`src/rtl/voice_allocator_pkg.sv`:
```
// Shared types and constants for the voice allocator and its per-voice counters.
package voice_allocator_pkg;
  localparam int NOTE_W = 6;
  localparam int DUR_W = 6;
  localparam logic [NOTE_W-1:0] NOTE_REST = 6'd0;

  typedef logic [NOTE_W-1:0] note_t;
  typedef logic [DUR_W-1:0] dur_t;
endpackage

```
`src/rtl/voice_allocator_voice_counter.sv`:
```
// Per-voice remaining-beat down-counter; a load overrides a same-cycle decrement.
module voice_counter #(
  parameter int W = 6
) (
  input  logic         clk,
  input  logic         reset,
  input  logic         load,
  input  logic [W-1:0] load_val,
  input  logic         dec,
  output logic [W-1:0] count,
  output logic         busy
);
  always_ff @(posedge clk) begin
    if (reset) begin
      count <= '0;
    end else if (load) begin
      count <= load_val;
    end else if (dec && count != '0) begin
      count <= count - 1'b1;
    end
  end

  assign busy = (count != '0);
endmodule

```
`src/rtl/voice_allocator.sv`:
```
// Round-robin allocator spreading a single note stream over NUM_VOICES players.
// Define VOICE_STEAL_EN to let a note steal the voice closest to finishing when all are busy.
module voice_allocator #(
  parameter int NUM_VOICES = 3,
  parameter int DUR_W = 6
) (
  input  logic                                          clk,
  input  logic                                          reset,
  input  logic                                          play,
  input  logic                                          beat,
  input  logic                                          new_note,
  input  logic [voice_allocator_pkg::NOTE_W-1:0]        note,
  input  logic [DUR_W-1:0]                              duration,
  output logic                                          player_ready,
  output logic [NUM_VOICES-1:0]                         load_note,
  output logic [voice_allocator_pkg::NOTE_W*NUM_VOICES-1:0] voice_note,
  output logic [NUM_VOICES-1:0]                         voice_active
);
  import voice_allocator_pkg::*;

  localparam int PW = $clog2(NUM_VOICES);

  logic [DUR_W-1:0]      count [NUM_VOICES];
  note_t                 notes [NUM_VOICES];
  logic [NUM_VOICES-1:0] free;
  logic [NUM_VOICES-1:0] load_vec;
  logic [PW-1:0]         rr_ptr;
  logic [PW-1:0]         target;
  logic [PW-1:0]         target_q;
  logic                  accept_q;
  logic                  any_free;
  logic                  accept;
  logic                  do_load;
  logic                  dec;

  assign any_free = |free;
  assign dec      = beat & play;

`ifdef VOICE_STEAL_EN
  assign player_ready = play & ~reset;
`else
  assign player_ready = play & any_free & ~reset;
`endif

  assign accept  = new_note & player_ready;
  // Rests and zero-length notes are consumed without touching any voice.
  assign do_load = accept && (note != NOTE_REST) && (duration != '0);

  always_comb begin
    int j;
    logic found;
    target = rr_ptr;
    found  = 1'b0;
    j      = 0;
    for (int k = 0; k < NUM_VOICES; k++) begin
      j = (int'(rr_ptr) + k) % NUM_VOICES;
      if (!found && free[j]) begin
        target = PW'(j);
        found  = 1'b1;
      end
    end
`ifdef VOICE_STEAL_EN
    if (!any_free) begin
      logic [DUR_W-1:0] min_val;
      min_val = count[0];
      target  = '0;
      for (int k = 1; k < NUM_VOICES; k++) begin
        if (count[k] < min_val) begin
          min_val = count[k];
          target  = PW'(k);
        end
      end
    end
`endif
  end

  genvar gi;
  generate
    for (gi = 0; gi < NUM_VOICES; gi++) begin : g_voice
      assign load_vec[gi] = do_load && (target == PW'(gi));
      assign load_note[gi] = accept_q && (target_q == PW'(gi));
      assign free[gi] = (count[gi] == '0) && !load_note[gi];
      assign voice_note[gi*NOTE_W +: NOTE_W] = notes[gi];

      voice_counter #(.W(DUR_W)) u_counter (
        .clk      (clk),
        .reset    (reset),
        .load     (load_vec[gi]),
        .load_val (duration),
        .dec      (dec),
        .count    (count[gi]),
        .busy     (voice_active[gi])
      );
    end
  endgenerate

  always_ff @(posedge clk) begin
    if (reset) begin
      rr_ptr   <= '0;
      accept_q <= 1'b0;
      target_q <= '0;
      for (int k = 0; k < NUM_VOICES; k++) notes[k] <= NOTE_REST;
    end else begin
      accept_q <= do_load;
      target_q <= target;
      if (do_load) begin
        notes[target] <= note;
        rr_ptr <= (target == PW'(NUM_VOICES - 1)) ? '0 : target + PW'(1);
      end
    end
  end
endmodule

```
`config.mk`:
```
export PLATFORM = sky130hd
export DESIGN_NAME = voice_allocator
export DESIGN_NICKNAME = d
export VERILOG_FILES = /design/src/rtl/voice_allocator_pkg.sv /design/src/rtl/voice_allocator_voice_counter.sv /design/src/rtl/voice_allocator.sv
export SDC_FILE = /design/constraint.sdc
export NUM_CORES = 1
export LEC_CHECK = 0
export BUFFER_PORTS_ARGS = -buffer_cell sky130_fd_sc_hd__buf_2
export CAP_MARGIN = 20
export CORE_UTILIZATION = 25
export CTS_CLUSTER_DIAMETER = 120
export DETAILED_ROUTE_END_ITERATION = 8
export SYNTH_ARGS = -nofsm -noshare
export SYNTH_HDL_FRONTEND = slang
export SYNTH_HIERARCHICAL = 1
export SYNTH_SLANG_ARGS = --single-unit
```
`constraint.sdc`:
```
create_clock -name clk -period 6.9 [get_ports clk]
set_clock_uncertainty 0.1 [all_clocks]
set_input_delay 1.38 -clock clk [delete_from_list [all_inputs] [get_ports clk]]
set_output_delay 1.38 -clock clk [all_outputs]
set_load 0.02 [all_outputs]
```
# [Word-level counts from Yosys, hierarchy flattened]
# Memories as Yosys holds them, arrays and structs flattened.
# Cells that the tools add are included.
[word_totals] reg_bits=23 ramBits=18 input_bits=17 output_inout_bits=25 word_cells=93 mem_count=1
[memory_table] name="notes" words=3 width=6 read_ports=3 rd_clocked_by_memory_dff=0 write_ports=3 line="voice_allocator.sv:24" rtl="note_t notes [NUM_VOICES];"
[classes] addsub=6 div_mod_pow=3 n_lt_le_gt_ge=3 eq_ne=4 muxes=29 bitwise_logic=5 reduce_logical=36
[op_table] operator="< comparator 32 x 4 -> 1 bit, second input constant" count=3
[op_table] operator="remainder unit 32 x 3 -> 32 bit, second input constant" count=2
[op_table] operator="two-way mux 6 bit" count=7
[op_table] operator="remainder unit 3 x 3 -> 32 bit, second input constant" count=1
[op_table] operator="nonzero test 6 bit" count=5
[op_table] operator="zero test 6 bit" count=3
[op_table] operator="subtractor 6 x 1 -> 6 bit, second input constant" count=3
[op_table] operator="logical AND 1 bit" count=16
[op_table] operator="two-way mux 1 bit" count=14
[op_table] operator="two-way mux 2 bit" count=5
[op_table] operator="binary-select mux 1 bit (select 2 bit)" count=3
[op_table] operator="nonzero test 2 bit" count=3
[op_table] operator="OR reduction 6 bit" count=1
[op_table] operator="zero test 1 bit" count=5
[op_table] operator="bitwise AND 1 bit" count=4
[op_table] operator="== test 2 x 1 -> 1 bit, second input constant" count=2
[op_table] operator="== test 2 bit, second input constant" count=2
[op_table] operator="zero test 2 bit" count=2
[op_table] operator="adder 2 x 1 -> 3 bit, second input constant" count=1
[op_table] operator="adder 2 x 2 -> 3 bit, second input constant" count=1
[op_table] operator="OR reduction 3 bit" count=1
[op_table] operator="adder 2 x 1 -> 2 bit, second input constant" count=1
[op_table] operator="NOT 1 bit" count=1

# [Depth between registers and ports, before layout]
# Gate-level depths: netlist of run 1.
[depth] depth_word=17 depth_mapped=14 depth_no_buf=10

# [By module]
# Netlist of run 1, hierarchy kept.
[modules_own_cells] module="voice_allocator" instances=1 cells_each=130 area_per_inst_um2=1362.6 seq_area_each_um2=640.6
[modules_own_cells] module="voice_counter" instances=3 cells_each=48 area_per_inst_um2=396.6 seq_area_each_um2=120.1

# [Least setup slack after synthesis of run 1]
# Ideal clock, no wire load.
[synth_path] path_type="input-to-reg" startpoint="input port reset" endpoint="memory notes[1][0] (netlist name) (enable)" setup_ns=0.377 arrival_time_ns=2.961 required_ns=6.423 slack_ns=3.462 cell_stages=5 path_buffers=1 path_cell_list="a311oi_4 -> nand4_4 -> a221o_1 -> buf_6 -> o21ai_0"
[synth_rtl] element="start, declared" line="voice_allocator.sv:8" rtl="input logic reset,"
[synth_rtl] element="end, declared" line="voice_allocator.sv:24"

# [Worst setup path in the final report of run 1]
[layout_path] startpoint="register g_voice[2].u_counter.count[2]" endpoint="output port player_ready"
[layout_between] elab_chain_cells=5
[layout_lines] element="start, declared" line="voice_allocator_voice_counter.sv:10" rtl="output logic [W-1:0] count,"
[layout_lines] element="start signal, assigned" line="voice_allocator_voice_counter.sv:17" rtl="count <= load_val;"
[layout_lines] element="start signal, assigned" line="voice_allocator_voice_counter.sv:19" rtl="count <= count - 1'b1;"
[layout_lines] element="zero test 6 bit" line="voice_allocator.sv:82" rtl="assign free[gi] = (count[gi] == '0) && !load_note[gi];"
[layout_lines] element="logical AND 1 bit" line="voice_allocator.sv:82"
[layout_lines] element="OR reduction 3 bit" line="voice_allocator.sv:36" rtl="assign any_free = |free;"
[layout_lines] element="bitwise AND 1 bit (2 in series)" line="voice_allocator.sv:42" rtl="assign player_ready = play & any_free & ~reset;"
[layout_lines] element="end, declared" line="voice_allocator.sv:14" rtl="output logic player_ready,"
# No other way between the ends.

==> results of run 1 <==
[Yosys cell counts (all sizes together) (2+ instances only)]
| cell type | count | area, um2 |
|---|---|---|
| a21oi | 21 | 109 |
| a221oi | 3 | 26.3 |
| a41o | 5 | 50.1 |
| buf | 4 | 36.3 |
| clkbuf | 5 | 18.8 |
| dfxtp | 23 | 460 |
| edfxtp | 18 | 541 |
| ha | 8 | 100 |
| inv | 37 | 139 |
| mux2i | 3 | 30.0 |
| nand2 | 10 | 37.5 |
| nand2b | 4 | 25.0 |
| nand3 | 4 | 20.0 |
| nand3b | 2 | 15.0 |
| nand4 | 9 | 71.3 |
| nor2 | 18 | 67.6 |
| nor2b | 3 | 18.8 |
| nor3 | 22 | 150 |
| nor4 | 15 | 93.8 |
| o211ai | 4 | 45.1 |
| o21a | 12 | 90.1 |
| o21ai | 5 | 58.8 |
| o31ai | 2 | 15.0 |
| o32ai | 3 | 26.3 |
| or2 | 2 | 12.5 |
| or2b | 3 | 22.5 |
| or3 | 4 | 45.0 |
| or4 | 2 | 18.8 |
| xnor2 | 9 | 78.8 |
[where the power goes]
| group | total, mW | leakage (nW) | internal, mW | switching (mW) |
|---|---|---|---|---|
| registers | 0.396 | 0.374 | 0.332 | 0.0637 |
| clock network | 0.199 | 0.0543 | 0.108 | 0.0905 |
| logic | 0.961 | 0.816 | 0.352 | 0.609 |
[cells by family (layout without fill, tap and decap cells)]
family	Yosys count	after routing	synth area share (%)
AOI/OAI and AO/OA	65	65	20.4
and+or+nand+nor	102	102	24.6
DFF	41	41	39.2
muxes	3	3	1.18
buffers and inverters	46	87	7.60
adders and majority gates	8	8	3.92
xor gates and xnor gates	9	9	3.09
[state kept, by name (all words and copies together) (netlist names)]
signal and flops:
target_q 2, accept_q 1, g_voice.u_counter/count 18, rr_ptr 2, notes 18
[cell type report]
type,count,area share (%)
Inverter,37,4.64
Multi-Input combinational cell,187,45.4
Timing Repair Buffer,42,7.11
Clock buffer,5,2.30
Sequential cell,41,33.5
Clock inverter,3,1.55
Tap cell,133,5.56
[worst max-delay path: stages (launching register included)]
cell and delay [ns]:
dfxtp_1 0.37, nor4_1 0.98, nand3_1 0.27, a311oi_4 0.36
buf_2 0.24
[final timing paths]
path	from	end	slack [ns]
setup reg to reg	g_voice[2].u_counter/count[2]	g_voice[0].u_counter/count[2]	2.94
hold / removal	rr_ptr[0]	rr_ptr[0]	0.46
setup / recovery	g_voice[2].u_counter/count[2]	player_ready	2.90
hold reg to reg	rr_ptr[0]	rr_ptr[0]	0.46
[per-layer routing]
metal | part of all wire (%) | up-vias | track usage [%]
li1 | - | 1088 | -
met2 | 45 | 61 | 18.5
met1 | 50 | 1013 | 15.4
met5 | 0 | - | 0
met4 | 0.68 | 0 | 2.49
met3 | 5.2 | 8 | 2.58
[cells in the final DEF, fill, tap and decap left out, types with 5 or more instances in the layout]
cell type,instances
inv_1,37
nor3_1,14
clkbuf_8,5
a41o_1,5
nor4_1,15
nor2_1,18
dfxtp_1,23
buf_2,41
a21oi_1,20
o21a_1,12
nand2_1,10
nand4_1,8
ha_1,8
nor3_2,8
edfxtp_1,18
xnor2_1,9
==> run metrics, run 1 <==
FMAX=250 MHz; CTS Root Cell=clkbuf_8; Total Wirelength=5900 um; fillcell total=1066; type of the most critical hold path=flop to flop; Post-Syn Area=2550 um2; Storage cell area=1000 um2; initial antenna violation count=0; total CTS buffers=5; Setup Buffers After CTS=0; Post-synth top flop=dfxtp_1; Core Box Area=9820 um2; H-Tree Depth=2; Chip Height=103 um; Post-CTS Hold Fix Bufs=0; normalized max-slew margin=22.0%; fraction of layout cells with a size suffix above 1=23.5%; Inserted Diodes=0; Ys Warns=6; Max IR drop VDD=270 uV; largest net degree at the start of global routing=25; reg2reg path depth=8; GRT overflow=0; Placer Congestion=0.842; vias in the first global route=1978; fin. max-slew vios=0; post-route cell area=2990 um2; number of synthesized register bits=41; port buffer count=41; register area share after synthesis=39.2%; first-pass GRT wire length=9450 um; setup tns final=0 ns; clk sinks=41; CP Launch Type=flop; Leak=1.24 nW; drt via density=4.84; Clock Latency Late Sink=0.30 ns; number of nets in the layout=339; fin crit share=58.0%; Fin. Hold Viols=0; multi-input logic area=1360 um2; routed vias=2170; RSZ-0062 raised after global routing=no; WP data arrival=2.52 ns; WS Path Type=flop to output pin; Die W=103 um; Post-Synthesis Cells=274; Finish-stage setup viols=0; final antenna-violating net count=0; Total Power=1.56 mW; WL per Instance=13.2 um; Post-synth EDFFs=18; final core utilization=30.5%; Clock Path Buffers=2; DP HPWL=4490 um; hold depth=2; WHS=0.460 ns; Required @ worst endpoint=5.42 ns; pin slew with the least headroom to its limit=1.16 ns; Area Overhead vs Synth=17.2%; PwrDens=520 nW/um2; syn_area_per_cell=9.32 um2; PnR worst setup slack=2.90 ns; outcome=completed; Tmin final=4.00 ns; Post-CTS Resized=0; DP Cell Count=440; drt first pass iters=4; Remaining DRCs=0; Die Area=10600 um2; ys async rst share=0%; crit end category=output pin; post-place instance area=2880 um2; io pins=42; worst slack at placement=2.90 ns; syn nets=299; Clock transition at path regs=0.09 ns; Unique masters post-synth=51; MaxCap Viol Count=0; Post-Layout Cell Count=448; CTS tree=done; crit path max fanout=7; FP Rows=36; total track usage=11.4%; Iter 0 DRT Violations=85; Initial Util=26.0%
Power figures use the tool's default switching activity.
==> run 2: changes to the inputs <==
Clock period 6.9 ns to 4 ns, I/O delays scaled along.
==> run metrics, run 2 (synthesized netlist as in run 1, its figures left out) <==
type of the most critical hold path=flop to flop; fraction of layout cells with a size suffix above 1=25.2% (+1.7 points); Iter 0 DRT Violations=104 (+22%); Required @ worst endpoint=4.09 ns (-1.33 ns); Placer Congestion=0.820 (-2.6%); Clock transition at path regs=0.08 ns (about the same); Die Area=10600 um2 (unchanged); Post-CTS Resized=0 (unchanged); io pins=42 (unchanged); first-pass GRT wire length=9790 um (+3.7%); CP Launch Type=flop; crit end category=flop; Clock Latency Late Sink=0.29 ns (about the same); WL per Instance=13.4 um (+1.9%); MaxCap Viol Count=0 (unchanged); drt via density=4.92 (+1.5%); RSZ-0062 raised after global routing=no; setup tns final=0 ns (unchanged); reg2reg start=g_voice[0].u_counter/count[0]; clk sinks=41 (unchanged); Top Usage Layer GRT=met2; normalized max-slew margin=31.2% (+9.2 points); vias in the first global route=2100 (+6.2%); commonest non-fill, non-tap cell in the layout=buf_2; final antenna-violating net count=0 (unchanged); total track usage=11.8% (+0.42 points); drt first pass iters=5 (+1); Initial Util=26.0% (unchanged); GRT overflow=0 (unchanged); crit path max fanout=18 (+11); Total Wirelength=6100 um (+3.5%); hold path startpoint=rr_ptr[0]; WS Path Type=flop to flop; total CTS buffers=5 (unchanged); Finish-stage setup viols=0 (unchanged); H-Tree Depth=2 (unchanged); Inserted Diodes=0 (unchanged); Post-CTS Hold Fix Bufs=0 (unchanged); largest net degree at the start of global routing=24 (-4.0%); CTS tree=done; Core Box Area=9820 um2 (unchanged); Setup Buffers After CTS=0 (unchanged); CTS Root Cell=clkbuf_8; met1 Track Usage GR=15.3% (-0.16 points); crit path from=g_voice[0].u_counter/count[0]; routed vias=2237 (+3.1%); Leak=1.29 nW (+3.9%); Tmin final=3.37 ns; Chip Height=103 um (unchanged); PwrDens=906 nW/um2 (+74%); port buffer count=41 (unchanged); met3 GRT Util=2.92% (+0.34 points); pin slew with the least headroom to its limit=1.03 ns (-0.127 ns); Remaining DRCs=0 (unchanged); Total Power=2.78 mW (+78%); Area Overhead vs Synth=20.0%; initial antenna violation count=0 (unchanged); Max IR drop VDD=395 uV (+47%); Clock Path Buffers=2 (unchanged); GRT met2 Usage=19.7% (+1.3 points); outcome=completed; Die W=103 um (unchanged); Fin. Hold Viols=0 (unchanged); number of nets in the layout=346 (+2.1%); fin. max-slew vios=0 (unchanged); fin crit share=84.3%; WP data arrival=3.46 ns (+0.94 ns); FP Rows=36 (unchanged); FMAX=297 MHz; largest registers=g_voice.u_counter/count x18, notes x18; DP HPWL=4680 um (+4.3%); commonest cells after routing, fill and taps aside=buf_2, inv_1, dfxtp_1
-- run 2: changes by cell type in the layout (fill, tap and decap cells not counted) --
| cell | previous run | this run |
|---|---|---|
| clkinv_4 | 1 | 0 |
| clkinvlp_4 | 1 | 0 |
| clkinv_2 | 0 | 1 |
| buf_4 | 1 | 8 |
| bufinv_16 | 1 | 2 |
-- run 2: routing by layer --
metal | up-vias | share of wire (%)
met5 | - | 0
met4 | 0 | 1.3
met3 | 10 | 5.7
met2 | 97 | 45
met1 | 1030 | 48
li1 | 1100 | -
-- run 2: power breakdown --
part,total (mW),switching (mW),leakage (nW),internal [mW]
Sequential,0.683,0.110,0.374,0.572
Clock,0.394,0.146,0.0681,0.248
Combinational,1.70,1.06,0.850,0.638
-- run 2: worst max-delay path, cell delays in order (launching register included) --
cell and delay (ns):
dfxtp_1 0.36, or4_4 0.53, or3_4 0.38, a311oi_4 0.36, nand4_4 0.21, a221o_1 0.58, nor2_1 0.21, buf_4 0.20
a21oi_1 0.05, a221oi_1 0.28
-- run 2: worst paths after layout --
check | end | slack [ns] | cells after the start
setup reg to reg | g_voice[0].u_counter/count[2] | 0.63 | 9
hold reg to reg | rr_ptr[0] | 0.45 | 2
setup / recovery | g_voice[0].u_counter/count[2] | 0.63 | 9
hold / removal | rr_ptr[0] | 0.45 | 2
-- run 2: area by class of cell --
| type | instances | area [um2] |
|---|---|---|
| Clock buffer | 5 | 68.8 |
| Clock inverter | 3 | 65.1 |
| Fill cell | 1070 | 6760 |
| Inverter | 37 | 139 |
| Multi-Input combinational cell | 187 | 1360 |
| Sequential cell | 41 | 1000 |
| Tap cell | 133 | 166 |
| Timing Repair Buffer | 49 | 265 |
-- run 2: through the flow --
stage	std cells	utilization [%]	hold WS, ns	area, um2	setup WS, ns
2_1_floorplan	274	-	0.400	2550	0.678
3_3_place_gp	447	29.8	0.429	2930	0.798
3_5_place_dp	447	29.8	0.440	2930	0.652
4_1_cts	455	31.2	0.454	3060	0.630
5_1_grt	455	31.2	0.462	3060	0.445
6_report	455	31.2	0.449	3060	0.630
